==> config.mk <==
export PLATFORM = sky130hd
export DESIGN_NAME = pixel_result_collector
export DESIGN_NICKNAME = d
export VERILOG_FILES = /design/src/rtl/dispatch_pkg.sv /design/src/rtl/sync_fifo.sv /design/src/rtl/pixel_result_collector.sv
export SDC_FILE = /design/constraint.sdc
export NUM_CORES = 1
export LEC_CHECK = 0
export BUFFER_PORTS_ARGS = -buffer_cell sky130_fd_sc_hd__buf_2
export CORE_MARGIN = 1
export CORE_UTILIZATION = 30
export CTS_CLUSTER_DIAMETER = 30
export DETAILED_ROUTE_END_ITERATION = 10
export HOLD_SLACK_MARGIN = 0.06
export SLEW_MARGIN = 15
export SYNTH_ARGS = -nofsm -noshare
export SYNTH_HDL_FRONTEND = slang
export SYNTH_HIERARCHICAL = 1
export SYNTH_SLANG_ARGS = --single-unit
==> constraint.sdc <==
create_clock -name clk -period 3.3 [get_ports clk]
set_input_delay 0.66 -clock clk [delete_from_list [all_inputs] [get_ports clk]]
set_output_delay 0.66 -clock clk [all_outputs]
set_load 0.03 [all_outputs]
==> src/rtl/dispatch_pkg.sv <==
// Shared types for the work-dispatch path.
//   collector_state_t : result-collector FSM states
//   pixel_result_t    : one worker result, tagged with its (x,y) coordinate
//   FRAME_W/FRAME_H   : default frame geometry; FRAME_PIXELS = FRAME_W*FRAME_H
//   X_BITS/Y_BITS/D_BITS : field widths of pixel_result_t
package dispatch_pkg;

  localparam int X_BITS       = 10;
  localparam int Y_BITS       = 9;
  localparam int D_BITS       = 8;
  localparam int FRAME_W      = 640;
  localparam int FRAME_H      = 480;
  localparam int FRAME_PIXELS = FRAME_W * FRAME_H;

  typedef enum logic [1:0] {IDLE, RUN, WRITE, DONE} collector_state_t;

  typedef struct packed {
    logic [X_BITS-1:0] x;
    logic [Y_BITS-1:0] y;
    logic [D_BITS-1:0] data;
  } pixel_result_t;

endpackage

==> src/rtl/sync_fifo.sv <==
// Single-clock FIFO.
//   clk, n_rst       : clock, async active-low reset
//   flush_i          : empties the FIFO (has priority over push/pop)
//   push_i, din_i    : write an entry; ignored while full
//   pop_i, dout_o    : dout_o always shows the head; pop_i drops it (ignored while empty)
//   full_o, empty_o  : occupancy flags
module sync_fifo #(
  parameter int WIDTH = 8,
  parameter int DEPTH = 4
) (
  input  logic             clk,
  input  logic             n_rst,
  input  logic             flush_i,
  input  logic             push_i,
  input  logic [WIDTH-1:0] din_i,
  input  logic             pop_i,
  output logic [WIDTH-1:0] dout_o,
  output logic             full_o,
  output logic             empty_o
);

  localparam int AW = $clog2(DEPTH);
  localparam logic [AW:0] PTR_ONE = 1;

  logic [WIDTH-1:0] mem_q [DEPTH];
  // One extra pointer bit distinguishes full from empty when indices match.
  logic [AW:0] wr_ptr_q, rd_ptr_q;
  logic        do_push, do_pop;

  assign empty_o = (wr_ptr_q == rd_ptr_q);
  assign full_o  = (wr_ptr_q[AW] != rd_ptr_q[AW]) &&
                   (wr_ptr_q[AW-1:0] == rd_ptr_q[AW-1:0]);
  assign do_push = push_i & ~full_o;
  assign do_pop  = pop_i & ~empty_o;
  assign dout_o  = mem_q[rd_ptr_q[AW-1:0]];

  always_ff @(posedge clk or negedge n_rst) begin
    if (!n_rst) begin
      wr_ptr_q <= '0;
      rd_ptr_q <= '0;
    end else if (flush_i) begin
      wr_ptr_q <= '0;
      rd_ptr_q <= '0;
    end else begin
      if (do_push) wr_ptr_q <= wr_ptr_q + PTR_ONE;
      if (do_pop)  rd_ptr_q <= rd_ptr_q + PTR_ONE;
    end
  end

  // Storage needs no reset: the pointers define which entries are live.
  always_ff @(posedge clk) begin
    if (do_push) mem_q[wr_ptr_q[AW-1:0]] <= din_i;
  end

endmodule

==> src/rtl/pixel_result_collector.sv <==
// Sink of the work-dispatch path: buffers (x,y)-tagged worker results and
// writes each to the frame buffer at y*FRAME_W + x.
//   clk, n_rst            : clock, async active-low reset
//   frame_start           : pulse in IDLE/DONE arms a new frame (flushes FIFO, clears counters)
//   res_valid/res_ready   : result handshake; res_x, res_y, res_data carry the result
//   mem_wr_req/mem_ack    : frame-buffer write handshake; mem_addr, mem_wdata held while requesting
//   pixel_count           : writes completed this frame (saturating)
//   frame_done            : all FRAME_W*FRAME_H writes completed
//   range_err             : sticky, an out-of-frame coordinate was dropped
module pixel_result_collector
  import dispatch_pkg::*;
#(
  parameter int NUM_X_BITS = X_BITS,
  parameter int NUM_Y_BITS = Y_BITS,
  parameter int FRAME_W    = dispatch_pkg::FRAME_W,
  parameter int FRAME_H    = dispatch_pkg::FRAME_H,
  parameter int DATA_BITS  = D_BITS,
  parameter int ADDR_BITS  = 19,
  parameter int FIFO_DEPTH = 4
) (
  input  logic                  clk,
  input  logic                  n_rst,
  input  logic                  frame_start,
  input  logic                  res_valid,
  output logic                  res_ready,
  input  logic [NUM_X_BITS-1:0] res_x,
  input  logic [NUM_Y_BITS-1:0] res_y,
  input  logic [DATA_BITS-1:0]  res_data,
  output logic                  mem_wr_req,
  output logic [ADDR_BITS-1:0]  mem_addr,
  output logic [DATA_BITS-1:0]  mem_wdata,
  input  logic                  mem_ack,
  output logic [ADDR_BITS-1:0]  pixel_count,
  output logic                  frame_done,
  output logic                  range_err
);

  // The FIFO entry type is fixed by the package, so the port widths must match it.
  if (NUM_X_BITS != X_BITS || NUM_Y_BITS != Y_BITS || DATA_BITS != D_BITS) begin : g_width_chk
    $error("pixel_result_collector: coordinate/data widths must match dispatch_pkg");
  end
  if (FIFO_DEPTH < 2 || (FIFO_DEPTH & (FIFO_DEPTH - 1)) != 0) begin : g_depth_chk
    $error("pixel_result_collector: FIFO_DEPTH must be a power of 2 and >= 2");
  end
  if ((64'd1 << ADDR_BITS) < 64'(FRAME_W) * 64'(FRAME_H)) begin : g_addr_chk
    $error("pixel_result_collector: ADDR_BITS too small for the frame");
  end

  localparam logic [NUM_X_BITS:0] X_LIM  = (NUM_X_BITS+1)'(FRAME_W);
  localparam logic [NUM_Y_BITS:0] Y_LIM  = (NUM_Y_BITS+1)'(FRAME_H);
  localparam logic [ADDR_BITS-1:0] W_MUL = ADDR_BITS'(FRAME_W);
  // Count compare is one bit wider so a frame filling the whole address space still terminates.
  localparam logic [ADDR_BITS:0] PIX_LIM = (ADDR_BITS+1)'(FRAME_W * FRAME_H);
  localparam logic [ADDR_BITS:0] CNT_ONE = 1;

  collector_state_t state_q, state_d;
  logic                 req_q, req_d;
  logic                 done_q, done_d;
  logic                 err_q, err_d;
  logic [ADDR_BITS-1:0] addr_q, addr_d;
  logic [ADDR_BITS-1:0] cnt_q, cnt_d;
  logic [DATA_BITS-1:0] wdata_q, wdata_d;

  pixel_result_t        in_res, head;
  logic                 fifo_full, fifo_empty;
  logic                 active, in_range, accept, push, pop, flush;
  logic [ADDR_BITS-1:0] head_addr;
  logic [ADDR_BITS:0]   cnt_inc;

  assign in_res    = {res_x, res_y, res_data};
  assign active    = (state_q == RUN) || (state_q == WRITE);
  assign res_ready = active & ~fifo_full;
  assign in_range  = ({1'b0, res_x} < X_LIM) && ({1'b0, res_y} < Y_LIM);
  assign accept    = res_valid & res_ready;
  // Out-of-frame results complete the handshake but are never buffered.
  assign push      = accept & in_range;
  assign pop       = (state_q == RUN) & ~fifo_empty;
  assign flush     = ((state_q == IDLE) || (state_q == DONE)) & frame_start;

  assign head_addr = ADDR_BITS'(head.y) * W_MUL + ADDR_BITS'(head.x);
  assign cnt_inc   = {1'b0, cnt_q} + CNT_ONE;

  sync_fifo #(
    .WIDTH ($bits(pixel_result_t)),
    .DEPTH (FIFO_DEPTH)
  ) u_fifo (
    .clk     (clk),
    .n_rst   (n_rst),
    .flush_i (flush),
    .push_i  (push),
    .din_i   (in_res),
    .pop_i   (pop),
    .dout_o  (head),
    .full_o  (fifo_full),
    .empty_o (fifo_empty)
  );

  always_comb begin
    state_d = state_q;
    req_d   = req_q;
    done_d  = done_q;
    err_d   = err_q;
    addr_d  = addr_q;
    cnt_d   = cnt_q;
    wdata_d = wdata_q;
    case (state_q)
      IDLE, DONE: begin
        if (frame_start) begin
          state_d = RUN;
          cnt_d   = '0;
          done_d  = 1'b0;
          err_d   = 1'b0;
        end
      end
      RUN: begin
        if (!fifo_empty) begin
          state_d = WRITE;
          req_d   = 1'b1;
          addr_d  = head_addr;
          wdata_d = head.data;
        end
      end
      WRITE: begin
        // Returning to RUN for a cycle keeps each write at >= 2 cycles.
        if (mem_ack) begin
          req_d = 1'b0;
          if (cnt_inc >= PIX_LIM) begin
            cnt_d   = PIX_LIM[ADDR_BITS-1:0];
            state_d = DONE;
            done_d  = 1'b1;
          end else begin
            cnt_d   = cnt_inc[ADDR_BITS-1:0];
            state_d = RUN;
          end
        end
      end
      default: state_d = IDLE;
    endcase
    // Accepts only happen in RUN/WRITE, so this never collides with the clear above.
    if (accept && !in_range) err_d = 1'b1;
  end

  always_ff @(posedge clk or negedge n_rst) begin
    if (!n_rst) begin
      state_q <= IDLE;
      req_q   <= 1'b0;
      done_q  <= 1'b0;
      err_q   <= 1'b0;
      addr_q  <= '0;
      cnt_q   <= '0;
      wdata_q <= '0;
    end else begin
      state_q <= state_d;
      req_q   <= req_d;
      done_q  <= done_d;
      err_q   <= err_d;
      addr_q  <= addr_d;
      cnt_q   <= cnt_d;
      wdata_q <= wdata_d;
    end
  end

  assign mem_wr_req  = req_q;
  assign mem_addr    = addr_q;
  assign mem_wdata   = wdata_q;
  assign pixel_count = cnt_q;
  assign frame_done  = done_q;
  assign range_err   = err_q;

endmodule

==> results of run 1 <==
stage by stage:
stage                     setup slack (ps)   util  hold WS (ps)  total power [mW]  area, µm²
after floorplan                      -23.0      -           364              6.08       7680
after global placement                46.7  0.346           454              7.64       8690
after detailed placement              61.8  0.346           457              7.69       8690
after CTS                             50.9  0.370           428              9.67       9280
after global routing                 -16.5  0.374           426              10.6       9400
final                                  169  0.374           384              9.83       9400
kinds of logic (layout without fill, tap and decap cells):
group,after synthesis,after routing,share of synthesized area
AOI/OAI and AO/OA,92,92,0.0813
DFF,165,165,0.610
buffers and inverters,38,169,0.0262
adders and majority gates,28,28,0.0477
and+or+nand+nor,184,184,0.122
xor gates and xnor gates,23,23,0.0293
muxes,27,27,0.0834
registers in the layout, summed over array words and instances, names as in the netlist, 2 cells and up:
register         cells
pixel_count         19
mem_addr            19
state_q              2
mem_wdata            8
u_fifo/wr_ptr_q      3
u_fifo/mem_q       108
u_fifo/rd_ptr_q      3
critical path, stage by stage, from the launching register on:
cell	delay, ps
dfrtp_2	420
buf_12	140
buf_4	130
mux4_2	430
ha_1	330
ha_4	180
a211o_1	290
a211oi_1	200
nor2_1	100
nor2b_2	150
nand4_1	180
nor3_2	240
xnor2_1	140
o21ai_1	70
where the power goes:
part | internal (mW) | switching, mW
sequential | 2.60 | 0.204
clock | 1.01 | 0.925
combinational | 2.28 | 2.80
total | 5.89 | 3.93
area by class of cell:
class                   instances  share of cell area
clock buffers                  17              0.0453
clock inverters                15              0.0177
inverters                      15             0.00599
multi-input cells             354               0.307
flip-flops and latches        165               0.497
well taps                     330              0.0439
repair buffers                122              0.0826
Yosys cell counts, types with 7 or more instances:
cell type,count
a21oi_1,11
a22o_1,8
and2_1,7
clkbuf_1,15
dfrtp_1,57
edfxtp_1,108
ha_1,26
inv_1,14
mux4_1,8
mux4_2,19
nand2_1,85
nand3_1,13
nand4_1,12
nor2_1,15
nor2b_1,12
nor3_1,10
o21ai_0,26
xnor2_1,10
xor2_1,10
metal layers:
| layer | GRT usage | wire, µm | vias to the layer above |
|---|---|---|---|
| met1 | 0.179 | 7920 | 2443 |
| met4 | 0.0399 | 127 | 2 |
| met5 | 0 | 13 | - |
| met2 | 0.214 | 7880 | 106 |
| li1 | - | - | 2355 |
| met3 | 0.0286 | 681 | 13 |
worst paths after layout:
| check | end | from | slack, ps |
|---|---|---|---|
| worst max register to register | mem_addr[17] | u_fifo/rd_ptr_q[0] | 170 |
| worst max-delay path | mem_addr[17] | u_fifo/rd_ptr_q[0] | 170 |
| max in group asynchronous | mem_wr_req | n_rst | 2150 |
| min in group clk | u_fifo/mem_q[3][2] | res_data[2] | 450 |
| worst min-delay path | mem_addr[16] | n_rst | 380 |
| worst min register to register | mem_addr[4] | mem_addr[4] | 470 |
what timing repair did:
item	in CTS	in global routing
resized for setup	0	12
setup endpoints to repair	0	5
setup buffers	0	4
placed cells by master (no fill, tap or decap), types with 4 or more instances in the layout:
cell and count:
o31ai_1 5, nand3_1 13, and2_1 7, clkinv_8 5, a22o_1 8, o21ai_0 24
a21oi_1 9, xnor2_1 9, a211o_1 4, a21o_1 6, nor3_1 8, ha_1 20
nor4_1 4, a211oi_1 5, xor2_1 9, mux4_1 8, a31oi_1 6, and3_1 5
nand4_1 12, nor2_1 15, nand2_1 85, mux4_2 19, inv_1 14, nor2b_1 11
dfrtp_1 56, buf_2 81, buf_12 5, buf_4 36, clkbuf_16 17, edfxtp_1 108
ha_4 5
==> results.md, run 1 <==
- Data arrival, critical path: 3420 ps
- Num CTS Buffers: 17
- Routed Antenna Nets: 0
- Status: finished, final reports clean
- Placeable Area: 25100 µm²
- Final slew viol count: 0
- FF+latch area: 4670 µm²
- Setup_tns: 0 ps
- Largest net degree at the start of global routing: 38
- Relative slew slack: 0.370
- Diode count: 0
- Area of the multi-input gates: 2890 µm²
- Yosys top cell by area: edfxtp_1
- Vias in the first global route: 4887
- Routed WL: 16.6 mm
- Area delta synth->final: 22.8%
- WS Path Type: reg -> reg
- Clock Path Buffers: 2
- I/O pins: 82
- Vias/cell: 4.83
- Clock slew at reported path FFs: 70 ps
- Yosys cell types: 59
- First-pass GRT wire length: 26.6 mm
- Row count: 58
- Final hold vios: 0
- CP Max Fanout: 5
- Synthesized instance count: 557
- Period minus WS final: 3130 ps
- Fin Clk Skew: 17.2 ps
- Max Cap Viol: 0
- Die Y-Extent: 162 µm
- Synth async-reset ratio: 0.345
- Share of the synthesized area in the top cell type: 0.424
- All-layer global routing usage: 0.133
- Die area: 26200 µm²
- DRT iter0 DRCs: 294
- Post-synth EDFFs: 108
- Syn Nets: 617
- Root Driver: clkbuf_16
- R2r worst-path depth: 13
- Grt ovf: 0
- # hold bufs at CTS: 0
- DIE WIDTH: 162 µm
- Sequential share of the synthesized area: 0.610
- Pwr per Cell Area: 1050 nW/µm²
- TritonCTS clock tree: done
- Top post-synthesis cells by area: edfxtp_1, dfrtp_1, mux4_2
- Maximum VDD drop: 474 µV
- Layout cells sized above 1: 0.289
- Worst skew pair latency: 420 ps
- Mapped cell area: 7650 µm²
- DR pass1 iterations: 5
- Clk sinks: 165
- Type of origin of the critical path: flop
- Max Clk Rate: 319 MHz
- Input/output buffers: 81
- Flops & latches, synth: 165
- Critical Path Sink Type: flop
- Initial antenna violation count: 1
- Residual DRC: 0
- Via count: 4919
- Initial Utilization: 0.305
- Setup violations, final: 0
- Hold crit path type: in -> async
- Tcrit/Tclk final: 0.949
- GP Congestion: 0.834
- Top_reg_cell synth: edfxtp_1
- HPWL after DPL: 11.3 mm
- CP required: 3590 ps
- Placed Cells: 982
- P_leak: 3.74 nW
- Worst Tran Pin Value: 944 ps
- YS warnings: 6
- Avg Cell Area, Syn: 13.7 µm²
- Max H-tree Level: 4
- Avg WL per Cell: 16.3 µm
- Final std cells w/o fill: 1018
- Fill count: 2459
- NumNets Final: 735
Note: power is estimated with default switching activity, not from simulation.
==> run 2: changes to the inputs <==
Settings changed: CORE_ASPECT_RATIO set to 0.75, CORE_MARGIN 1 to not set.
==> run 2 against run 1 <==
  * Via count fell by 1.8%
  * Die area barely moved
  * Non-clock buffer count fell by 6
  * Sequential cell count did not move
  * Worst hold slack improved by 14 ps
  * Fmax fell by 1.7%
  * Clock power rose by 4%
  * Power fell by 0.27%
  * Final area fell by 0.52%
  * Global-route usage rose by 0.24 points
  * Combinational power fell by 2%
  * Critical path type unchanged
  * Critical endpoint is now mem_addr[16]
  * Highest routed layer is now met4
==> results.md, run 2 (synthesis gave the netlist of run 1 again) <==
- CP startpoint: u_fifo/rd_ptr_q[0]
- Relative slew slack: 0.345 (-0.0250)
- FF+latch area: 4670 µm² (unchanged)
- R2r worst-path depth: 13 (unchanged)
- Fin worst setup slack: 114 ps (-55.5 ps)
- Wire length on met1: 8.78 mm (+11%)
- Dpl cell area: 8640 µm² (-0.60%)
- Commonest non-fill, non-tap cells in the layout: edfxtp_1, nand2_1, buf_2, dfrtp_1, buf_4
- Max reg flops: 108 (unchanged)
- Vias/cell: 4.73 (-2.2%)
- Fill count: 2407 (-2.1%)
- GP Congestion: 0.812 (-2.6%)
- Fin Clk Skew: 17.0 ps (-0.202 ps)
- Final hold vios: 0 (unchanged)
- Met2 WL post-DR: 7.02 mm (-11%)
- I/O pins: 82 (unchanged)
- All-layer global routing usage: 0.135 (+0.00242)
- Wire length on met3: 1.14 mm (+67%)
- Top Metal Used: met4
- Final slew viol count: 0 (unchanged)
- Root Driver: clkbuf_16
- First-pass GRT wire length: 26.8 mm (+0.52%)
- Unrepaired setup endpoints after global routing: true
- Avg WL per Cell: 16.6 µm (+1.8%)
- HPWL after DPL: 11.5 mm (+1.1%)
- Input/output buffers: 81 (unchanged)
- Routed WL: 17.0 mm (+2.2%)
- Data arrival, critical path: 3470 ps (+50 ps)
- Setup_tns: 0 ps (unchanged)
- Tcrit/Tclk final: 0.966 (+0.0168)
- Row count: 50 (-14%)
- DIE WIDTH: 186 µm (+15%)
- RR Startpoint: u_fifo/rd_ptr_q[0]
- Critical Path Sink: mem_addr[16]
- DRT iter0 DRCs: 392 (+33%)
- Via count: 4831 (-1.8%)
- P_leak: 3.70 nW (-1.1%)
- Area of the multi-input gates: 2870 µm² (-0.69%)
- Pre-CTS setup slack: -67.0 ps (-129 ps)
- Initial antenna violation count: 1 (unchanged)
- Routed Antenna Nets: 0 (unchanged)
- Residual DRC: 0 (unchanged)
- Placeable Area: 25000 µm² (-0.34%)
- Die Y-Extent: 140 µm (-13%)
- Max H-tree Level: 4 (unchanged)
- CP required: 3580 ps (about the same)
- Type of origin of the critical path: flop
- DR pass1 iterations: 5 (unchanged)
- Max Clk Rate: 314 MHz (-1.7%)
- Worst Tran Pin Value: 982 ps (+37.5 ps)
- Num CTS Buffers: 17 (unchanged)
- Initial Utilization: 0.306 (+0.00104)
- Total design power: 9.80 mW (-0.27%)
- Design area: 9350 µm² (-0.52%)
- Clk sinks: 165 (unchanged)
- Layout cells sized above 1: 0.271 (-0.0180)
- Die area: 26200 µm² (about the same)
- Most common cell after layout, fill and taps aside: edfxtp_1
- Pwr per Cell Area: 1050 nW/µm² (+0.26%)
- Status: finished, final reports clean
- WS Path Type: reg -> reg
- Area delta synth->final: 22.1%
- NumNets Final: 729 (-0.82%)
- Largest net degree at the start of global routing: 38 (unchanged)
- Final std cells w/o fill: 1022 (+0.39%)
- Max Cap Viol: 0 (unchanged)
- Worst skew pair latency: 430 ps (about the same)
- Clock Path Buffers: 2 (unchanged)
- Grt ovf: 0 (unchanged)
- Maximum VDD drop: 515 µV (+8.6%)
- Hold crit path type: in -> async
- FF-to-FF setup slack: 110 ps (-60 ps)
- Worst r2r dst: mem_addr[16]
- Setup violations, final: 0 (unchanged)
- Clock slew at reported path FFs: 70 ps (about the same)
- Period minus WS final: 3190 ps (+55.5 ps)
- Critical Path Sink Type: flop
- TritonCTS clock tree: done
- CP Max Fanout: 5 (unchanged)
- Vias in the first global route: 4636 (-5.1%)
- Placed Cells: 982 (unchanged)
==> run 2: cell count changes in the layout (fill, tap and decap cells not counted), moves of 2 or more <==
| cell | change |
|---|---|
| inv_8 | -3 |
| bufinv_16 | +3 |
| clkinv_8 | -5 |
| clkbuf_1 | +5 |
| diode_2 | +2 |
| buf_4 | -7 |
==> run 2: what timing repair did <==
item / CTS / global route
setup endpoints to repair: 2 / 4
setup buffers: 4 / 2
pin swaps: 0 / 3
gates resized for setup: 0 / 10
hold buffers: 0 / 0
==> run 2: final cells by class <==
class | count | area share
Tap cell | 338 | 0.0452
Multi-Input combinational cell | 354 | 0.307
Timing Repair Buffer | 116 | 0.0782
Clock buffer | 22 | 0.0475
Inverter | 15 | 0.00602
Sequential cell | 165 | 0.500
Antenna cell | 2 | 0.000535
Clock inverter | 10 | 0.0159
==> run 2: critical path: stages, from the launching register on <==
cell      delay, ps
dfrtp_2         390
buf_12          120
mux4_2          550
ha_4            270
ha_4            170
fa_2            370
a21o_1          180
a21oi_2         150
o21bai_1        100
a21oi_2         170
xor2_1          220
buf_4           150
xor2_1          120
o21ai_0          80
==> run 2: power breakdown <==
part	internal (mW)	switching, mW
Combinational	2.14	2.84
Sequential	2.60	0.199
Clock	1.20	0.821
Total	5.94	3.86
==> run 2: per-layer routing <==
layer / vias to the layer above / global-route usage
li1: 2348 / -
met1: 2350 / 0.204
met2: 131 / 0.183
met3: 2 / 0.0413
met4: 0 / 0.0383
met5: - / 0
==> run 2: worst min-delay path by stage <==
stage | end | cells after the start | slack, ps | start
floorplan | frame_done | 0 | 360 | n_rst
global placement | mem_addr[0] | 2 | 460 | mem_addr[0]
detailed placement | mem_wdata[1] | 2 | 460 | mem_wdata[1]
CTS | mem_addr[18] | 1 | 410 | n_rst
global route | u_fifo/mem_q[1][19] | 1 | 430 | res_x[2]
finish | mem_wdata[0] | 1 | 400 | n_rst
==> run 2: metrics by stage <==
step | hold WS [ps] | utilization
6_report | 398 | 0.374
4_1_cts | 412 | 0.370
5_1_grt | 430 | 0.373
3_5_place_dp | 457 | 0.345
2_1_floorplan | 364 | -
3_3_place_gp | 455 | 0.345
==> run 3: changes to the inputs <==
Settings changed: CAP_MARGIN set to 20.
Clock period 3.3 ns to 3.8 ns, I/O delays scaled along.
==> run 3 against run 2 <==
  * Worst hold slack improved by 44 ps
  * Clock power fell by 19%
  * Critical path depth fell by 1
  * First-iteration DRC count fell by 26%
  * Largest power group unchanged
==> results.md, run 3 (synthesis gave the netlist of run 1 again) <==
- Avg WL per Cell: 17.2 µm (+3.4%)
- Max Cap Viol: 0 (unchanged)
- Clk sinks: 165 (unchanged)
- Fin Clk Skew: 8.29 ps (-8.70 ps)
- Final slew viol count: 0 (unchanged)
- Hold slack: 442 ps (+44.2 ps)
- Grt ovf: 0 (unchanged)
- Initial Utilization: 0.306 (unchanged)
- Tcrit/Tclk final: 0.933 (-0.0329)
- Residual DRC: 0 (unchanged)
- NumNets Final: 712 (-2.3%)
- Root Driver: clkbuf_16
- DRT iter0 DRCs: 291 (-26%)
- Max H-tree Level: 4 (unchanged)
- Worst skew pair latency: 430 ps (about the same)
- P_leak: 3.61 nW (-2.6%)
- Fill count: 2433 (+1.1%)
- GP Congestion: 0.837 (+3.2%)
- Die area: 26200 µm² (unchanged)
- Via count: 4883 (+1.1%)
- Max Clk Rate: 282 MHz (-10%)
- Status: finished, final reports clean
- Input/output buffers: 81 (unchanged)
- Clock Path Buffers: 2 (unchanged)
- Layout cells sized above 1: 0.245 (-0.0261)
- DIE WIDTH: 186 µm (unchanged)
- TritonCTS clock tree: done
- Max reg flops: 108 (unchanged)
- Unrepaired setup endpoints after global routing: false
- Commonest non-fill, non-tap cells in the layout: edfxtp_1, nand2_1, buf_2, dfrtp_1, ha_1
- First-pass GRT wire length: 27.6 mm (+3.0%)
- Period minus WS final: 3540 ps (+358 ps)
- Pwr per Cell Area: 859 nW/µm² (-18%)
- Setup_tns: 0 ps (unchanged)
- Final std cells w/o fill: 1004 (-1.8%)
- Routed WL: 17.3 mm (+1.5%)
- R2r worst-path depth: 12 (-1)
- Critical Path Sink Type: flop
- Num CTS Buffers: 17 (unchanged)
- Row count: 50 (unchanged)
- Vias/cell: 4.86 (+2.9%)
- Final hold vios: 0 (unchanged)
- Area delta synth->final: 18.8%
- Total design power: 7.80 mW (-20%)
- Worst Tran Pin Value: 1050 ps (+64.6 ps)
- Final core occ: 0.363 (-0.0103)
- Initial antenna violation count: 3 (+2)
- Placeable Area: 25000 µm² (unchanged)
- Maximum VDD drop: 557 µV (+8.2%)
- All-layer global routing usage: 0.139 (+0.00410)
- HPWL after DPL: 11.5 mm (about the same)
- CP Max Fanout: 7 (+2)
- I/O pins: 82 (unchanged)
- WS Path Type: reg -> reg
- Vias in the first global route: 4815 (+3.9%)
- DR pass1 iterations: 5 (unchanged)
- Setup violations, final: 0 (unchanged)
- Hold crit path type: in -> async
- Clock slew at reported path FFs: 70 ps (about the same)
- Most common cell after layout, fill and taps aside: edfxtp_1
- CP required: 4100 ps (+520 ps)
- Data arrival, critical path: 3840 ps (+370 ps)
- Die Y-Extent: 140 µm (unchanged)
- Routed Antenna Nets: 0 (unchanged)
- Placed Cells: 968 (-1.4%)
- Type of origin of the critical path: flop
- Relative slew slack: 0.298 (-0.0477)
- Largest net degree at the start of global routing: 38 (unchanged)
==> run 3: per-stage QoR <==
stage	setup slack, ps	cell area [µm²]
after floorplan	286	7650
after global placement	232	8500
after detailed placement	196	8500
after CTS	171	9060
after global routing	33.2	9090
final	256	9090
==> run 3: timing repair <==
action                                  4_1_cts  5_1_grt
buffers inserted                              0        3
hold buffers                                  0        0
endpoints found under the setup margin        0        1
gates resized for setup                       0        1
==> run 3: layout make-up <==
type | count | area (µm²) | share of cell area
inverter | 15 | 56.3 | 0.00619
timing repair buffer | 99 | 591 | 0.0650
antenna | 1 | 2.50 | 0.000275
sequential | 165 | 4670 | 0.514
clock inverter | 14 | 120 | 0.0132
multi-input combinational | 354 | 2790 | 0.306
clock buffer | 18 | 439 | 0.0483
tap | 338 | 423 | 0.0465
==> run 3: path summary, 6_finish.rpt <==
check / start / to / slack, ps
worst max-delay path: u_fifo/rd_ptr_q[0] / mem_addr[17] / 260
worst min-delay path: n_rst / state_q[0] / 440
worst max register to register: u_fifo/rd_ptr_q[0] / mem_addr[17] / 260
worst min register to register: mem_wdata[7] / mem_wdata[7] / 480
max in group asynchronous: n_rst / mem_addr[0] / 2610
min in group clk: mem_wdata[7] / mem_wdata[7] / 480
==> run 3: worst max-delay path, stage by stage (launching register included) <==
cell	delay, ps
dfrtp_2	470
mux4_2	590
ha_1	330
ha_1	240
fa_1	410
a21o_1	190
a21oi_1	240
o21bai_1	90
a21oi_1	220
xor2_1	290
nor3_1	110
xnor2_1	150
o21ai_0	80
==> run 3: routing by layer <==
metal | GRT usage | vias up | part of all wire
li1 | - | 2319 | -
met1 | 0.199 | 2433 | 0.50
met2 | 0.199 | 120 | 0.43
met3 | 0.0476 | 11 | 0.058
met4 | 0.0378 | 0 | 0.0077
met5 | 0 | - | 0
==> run 3: report_power, final <==
group	switching (mW)	total [mW]	leakage (nW)	internal [mW]
sequential	0.195	2.45	1.70	2.26
clock	0.768	1.64	0.272	0.873
combinational	2.28	3.71	1.63	1.43
